$ cat config.mk
export PLATFORM = sky130hd
export DESIGN_NAME = adder_mul_sequencer
export DESIGN_NICKNAME = d
export VERILOG_FILES = /design/src/rtl/adder_mul_sequencer.sv
export SDC_FILE = /design/constraint.sdc
export NUM_CORES = 1
export LEC_CHECK = 0
export CAP_MARGIN = 10
export CELL_PAD_IN_SITES_DETAIL_PLACEMENT = 0
export CELL_PAD_IN_SITES_GLOBAL_PLACEMENT = 1
export CORE_MARGIN = 2
export CORE_UTILIZATION = 39
export DETAILED_ROUTE_END_ITERATION = 10
export PLACE_DENSITY = 0.95
export SLEW_MARGIN = 20
export SYNTH_ARGS = -nofsm -noshare
export SYNTH_HDL_FRONTEND = slang
export SYNTH_SLANG_ARGS = --single-unit
$ cat constraint.sdc
create_clock -name clk -period 5.1 [get_ports clk]
set_input_delay 0.765 -clock clk [delete_from_list [all_inputs] [get_ports clk]]
set_output_delay 0.765 -clock clk [all_outputs]
set_load 0.01 [all_outputs]
$ cat src/rtl/adder_mul_sequencer.sv
// Shift-and-add multiply controller driving a shared external WIDTH-bit adder.
// Produces the low WIDTH bits of op_a*op_b, optionally stopping once no multiplier bits remain.
module adder_mul_sequencer #(
    parameter int WIDTH      = 18,
    parameter bit EARLY_EXIT = 1'b1
) (
    input  logic             clk,
    input  logic             rst,
    input  logic             start,
    input  logic [WIDTH-1:0] op_a,
    input  logic [WIDTH-1:0] op_b,
    output logic             busy,
    output logic             done,
    output logic [WIDTH-1:0] product,
    output logic [WIDTH-1:0] add_src1,
    output logic [WIDTH-1:0] add_src2,
    input  logic [WIDTH-1:0] add_sum
);
    localparam int CW = (WIDTH > 1) ? $clog2(WIDTH) : 1;

    typedef enum logic [1:0] {
        IDLE = 2'd0,
        RUN  = 2'd1,
        DONE = 2'd2
    } state_t;

    state_t           state_q, state_d;
    logic [WIDTH-1:0] acc_q, acc_d;
    logic [WIDTH-1:0] mcand_q, mcand_d;
    logic [WIDTH-1:0] mplier_q, mplier_d;
    logic [WIDTH-1:0] product_q, product_d;
    logic [CW-1:0]    cnt_q, cnt_d;
    logic             busy_q, busy_d;
    logic             done_q, done_d;
    logic             last_run;

    always_comb begin
        state_d   = state_q;
        acc_d     = acc_q;
        mcand_d   = mcand_q;
        mplier_d  = mplier_q;
        product_d = product_q;
        cnt_d     = cnt_q;
        busy_d    = busy_q;
        done_d    = 1'b0;
        add_src1  = '0;
        add_src2  = '0;
        last_run  = 1'b0;

        case (state_q)
            IDLE: begin
                if (start) begin
                    mcand_d  = op_a;
                    mplier_d = op_b;
                    acc_d    = '0;
                    cnt_d    = '0;
                    busy_d   = 1'b1;
                    state_d  = RUN;
                end
            end
            RUN: begin
                add_src1 = acc_q;
                add_src2 = mcand_q;
                if (mplier_q[0]) begin
                    acc_d = add_sum;
                end
                mcand_d  = mcand_q << 1;
                mplier_d = mplier_q >> 1;
                cnt_d    = cnt_q + CW'(1);
                // The WIDTH-1 count exit is unconditional so cnt can never wrap.
                last_run = (cnt_q == CW'(WIDTH - 1)) ||
                           (EARLY_EXIT && (mplier_q[WIDTH-1:1] == '0));
                if (last_run) begin
                    product_d = mplier_q[0] ? add_sum : acc_q;
                    cnt_d     = cnt_q;
                    done_d    = 1'b1;
                    state_d   = DONE;
                end
            end
            DONE: begin
                busy_d  = 1'b0;
                state_d = IDLE;
            end
            default: begin
                busy_d  = 1'b0;
                state_d = IDLE;
            end
        endcase
    end

    always_ff @(posedge clk or posedge rst) begin
        if (rst) begin
            state_q   <= IDLE;
            acc_q     <= '0;
            mcand_q   <= '0;
            mplier_q  <= '0;
            product_q <= '0;
            cnt_q     <= '0;
            busy_q    <= 1'b0;
            done_q    <= 1'b0;
        end else begin
            state_q   <= state_d;
            acc_q     <= acc_d;
            mcand_q   <= mcand_d;
            mplier_q  <= mplier_d;
            product_q <= product_d;
            cnt_q     <= cnt_d;
            busy_q    <= busy_d;
            done_q    <= done_d;
        end
    end

    assign busy    = busy_q;
    assign done    = done_q;
    assign product = product_q;
endmodule

-- Yosys cells after proc, flatten, opt, wreduce, memory -nomap -nowiden
Cells that the tools add are included.
W data, S select, Z words.
- register bits after elaboration: 81
- bits in latches: 0
- memory bits (writable): 0
- memory bits (read-only): 0
- input bits: 57
- output and inout port bits: 56
- word-level logic and storage cells: 43
- memories kept: 0
- add/subtract/negate cells: 1
- multiply operators: 0
- div/mod/pow operators: 0
- order comparisons: 0
- equal/unequal tests: 5
- shift-type cells: 0
- mux-type cells: 19
- bitwise gates (word level): 1
- reduce and logical (&&, ||, !) cells: 9
- operators with widths (operator ; count):
    $mux W18 ; 6
    $pmux W18 S2 ; 3
    $logic_not A17 Y1 ; 1
    $mux W5 ; 2
    $pmux W5 S2 ; 1
    $reduce_and A2 Y1 ; 4
    $ne A2 B2 Y1 const B ; 3
    $add A5 B1 Y5 const B ; 1
    $eq A5 B5 Y1 const B ; 1
    $mux W2 ; 2
    $pmux W2 S2 ; 1
    $mux W1 ; 3
    $reduce_and A3 Y1 ; 1
    $eq A2 B1 Y1 const B ; 1
    $logic_not A2 Y1 ; 1
    $pmux W1 S2 ; 1
    $reduce_bool A2 Y1 ; 1
    $logic_or A1 B1 Y1 ; 1
    $not A1 Y1 ; 1

-- Longest topological paths before layout
- word-level depth: 4
- gate-level depth with buffers: 8
- depth with buffers taken out: 7

-- Worst setup path before layout
No wires, ideal clock.
- path type: register -> output
- from: reg state_q[1]
- to: out add_src1[10]
- arrival time: 1.369 ns
- setup slack: 2.966 ns
- cell stages (with the launch flop): 7
- path buffers: 4
- cells stage by stage: dfrtp_1 > buf_2 > nor2_1 > buf_2 > buf_2 > clkbuf_1 > and2_1
- word-level cells in the longest chain between the ends: 2
- ends and longest elaborated chain (what ; RTL line ; RTL):
    from (decl) ; 27 ; state_t state_q, state_d;
    from (signal assigned) ; 102 ; state_q <= state_d;
    $eq A2 B1 Y1 ; 50 ; case (state_q)
    $mux W18 ; 50 ;
    to (decl) ; 15 ; output logic [WIDTH-1:0] add_src1,
Every way passes these cells.

-- Worst setup path after layout
- from: reg state_q[0]
- to: out add_src2[16]
- word-level cells in the longest chain between the ends: 2
- ends and longest elaborated chain (what ; RTL line ; RTL):
    $eq A2 B1 Y1 ; 50 ;
    $mux W18 ; 50 ;
    to (decl) ; 16 ; output logic [WIDTH-1:0] add_src2,
Every way passes these cells.

==> metrics.cfg <==
[outcome]
status=complete, no violations

[finish]
final_area_um2=5250
final-seq-area_um2=2030
drive_above_1_share=0.0619
antenna_cells=0
fill_cells=871
syn_to_final_growth_pct=36.6
final_nets=539
multi_input_area_um2=1670
finish.utilization=0.542

[drt]
dr.pass1.iters=4
via_per_inst=5.08
drc=0
wirelength_um=9410
detail_route.wl_per_cell_um=15.2
drtIter0Drc=97
num_vias=3138
postRouteAntennaNets=0

[clock_tree]
htreeDepth=3
cts.repair.resized=0
insertion_delay_ns=0.35
ctsHoldBuffers=0
clock_path_buffers=2
cts-root-buf=clkbuf_8
cts.sinks=81
cts_buffers=9
postCtsSetupRepairBufs=0
tritoncts=built
clk_pin_slew_ns=0.08

[global_route]
grt_util_all_layers=0.178
grt-ovfl-total=0
use_met1=0.229
gr-usage-met2=0.295
grt_max_degree=59
grt_util_met3=0.0423
grt_antenna_before_repair=0
grt_pass1_vias=3058
grt_busiest_layer=met2
grt_pass1_wl_um=14700

[sta]
drv_slew=0
worst_pin_slew_ns=1.01
fin_tns_setup_ns=0
rsz0062_at_grt=no
fin_crit_ns=3.20
finalHoldViolations=0
relSlewSlack=0.328
finClkSkew_ns=0.00847
min_period_over_period=0.627
finalSetupViolations=0
max_freq_mhz=313

[worst_setup_path]
r2r_slack_ns=2.56
slowest_stage=dfrtp_1
cp_max_fo=42
crit_chain=inv_2, nor2_4, buf_12, and2_1, clkdlybuf4s50_1
critPathLaunchType=flop
required_ns=4.34
max_stage_delay_ns=0.60
critPathKind=reg -> out
endpoint_kind=primary output
critical_path_arrival_ns=2.43

[synthesis]
ys_ff_latch=81
syn_area_um2=3840
synth_seq_area_share=0.528
syn_area_per_cell_um2=10.0
yosys.cell_types.count=35
synth_nets=441
synth_flop_cell=dfrtp_1
synth-warning-count=0
synth_cells=382
async_flop_share=1.00
synth_edf_count=0

[place]
port_buffers=112
placed_area_um2=5020
dp_hpwl_um=6260
place_congestion=0.792

[floorplanning]
pin_count=113
fp-row-count=36
die_area_um2=10700
dieWidth_um=103
die_h_um=103
core_area_um2=9680
start_util=0.396

[power]
p_sw_mw=1.12
vdd_drop_max_mv=0.302
p_clk_frac=0.158
powerDensity_nw_per_um2=574
combPwrFrac=0.461
total_power_mw=3.01
leakagePower_nw=2.13
swShare=0.372
intPower_mw=1.89
sequentialPowerShare=0.381

[run]
cap_viol_max_count=0

[worst_hold_path]
hold_class=reg -> reg

==> cell usage in the layout, fill, tap and decap left out, drive strengths merged <==
cell type and n:
a21boi 2, a21o 1, a21oi 57, a22o 18, a311o 1, a31oi 1, and2 39, buf 4
bufinv 1, clkbuf 9, clkdlybuf4s50 112, clkinv 1, clkinvlp 4, dfrtp 81, ha 2, inv 6
mux2i 35, nand2 42, nand2b 1, nand3 5, nand4 1, nor2 8, nor2b 3, nor3 1
nor4 4, nor4bb 1, o211ai 1, o21ai 38, o21bai 3, o311ai 1, o31ai 1, or3 1
==> Yosys cell counts, types with 4 or more instances <==
| cell type | count | share of area |
|---|---|---|
| nand3_1 | 5 | 0.0065 |
| o21ai_0 | 38 | 0.050 |
| and2_1 | 39 | 0.064 |
| buf_2 | 14 | 0.018 |
| dfrtp_1 | 81 | 0.53 |
| nand2_1 | 42 | 0.041 |
| mux2i_1 | 35 | 0.091 |
| a22o_1 | 18 | 0.041 |
| clkbuf_1 | 10 | 0.0098 |
| nor2_1 | 7 | 0.0068 |
| a21oi_1 | 57 | 0.074 |
| inv_1 | 4 | 0.0039 |
==> final cells by class <==
type,count,area share
tap,133,0.0317
sequential,81,0.387
clock inverter,7,0.0148
timing repair buffer,116,0.222
inverter,5,0.00382
clock buffer,9,0.0236
multi-input combinational,267,0.318
==> metal layers <==
| metal | vias up | wire [um] |
|---|---|---|
| li1 | 1526 | - |
| met1 | 1513 | 4200 |
| met2 | 84 | 4540 |
| met3 | 15 | 500 |
| met4 | 0 | 170 |
| met5 | - | 0 |
==> power groups by stage <==
stage	Combinational [mW]	Sequential, mW	Clock [mW]
CTS	1.40	1.15	0.490
global route	1.53	1.19	0.520
floorplan	0.830	1.10	0
detailed placement	1.40	1.16	0
finish	1.39	1.15	0.475
global placement	1.36	1.15	0
==> final timing paths <==
kind / endpoint / cells after the start / start
worst max-delay path: add_src2[16] / 5 / state_q[0]$_DFFE_PP0P_
worst min-delay path: mcand_q[8]$_DFFE_PP0P_ / 2 / mcand_q[8]$_DFFE_PP0P_
worst max register to register: product[14]$_DFFE_PP0P_ / 7 / cnt_q[1]$_DFFE_PP0P_
worst min register to register: mcand_q[8]$_DFFE_PP0P_ / 2 / mcand_q[8]$_DFFE_PP0P_
max in group asynchronous: mcand_q[5]$_DFFE_PP0P_ / 3 / rst
min in group asynchronous: mcand_q[4]$_DFFE_PP0P_ / 2 / rst
==> flip-flops by register name (all words and copies together) (netlist names) <==
register and count:
busy 1, product 18, mcand_q 18, acc_q 18
state_q 2, mplier_q 18, cnt_q 5, done 1
==> cell families after synthesis <==
logic type	Yosys count	synth area share
compound gates	124	0.189
buf+inv	34	0.0437
fa+ha+maj	2	0.00652
flops	81	0.528
simple gates	106	0.141
mux	35	0.0913
==> worst max-delay path: cells and delay by family, from the launching register on <==
| kind | cells | cell delay, ns |
|---|---|---|
| flops | 1 | 0.60 |
| buf+inv | 3 | 0.91 |
| simple gates | 2 | 0.57 |
==> metrics by stage <==
| step | hold slack (ns) | worst slack [ns] | cells |
|---|---|---|---|
| floorplan | 0.442 | 2.25 | 382 |
| global placement | 0.459 | 1.98 | 601 |
| detailed placement | 0.467 | 1.92 | 601 |
| CTS | 0.487 | 1.53 | 617 |
| global route | 0.518 | 1.76 | 618 |
| finish | 0.483 | 1.90 | 618 |
No activity file was read; power rests on OpenSTA's default activity.
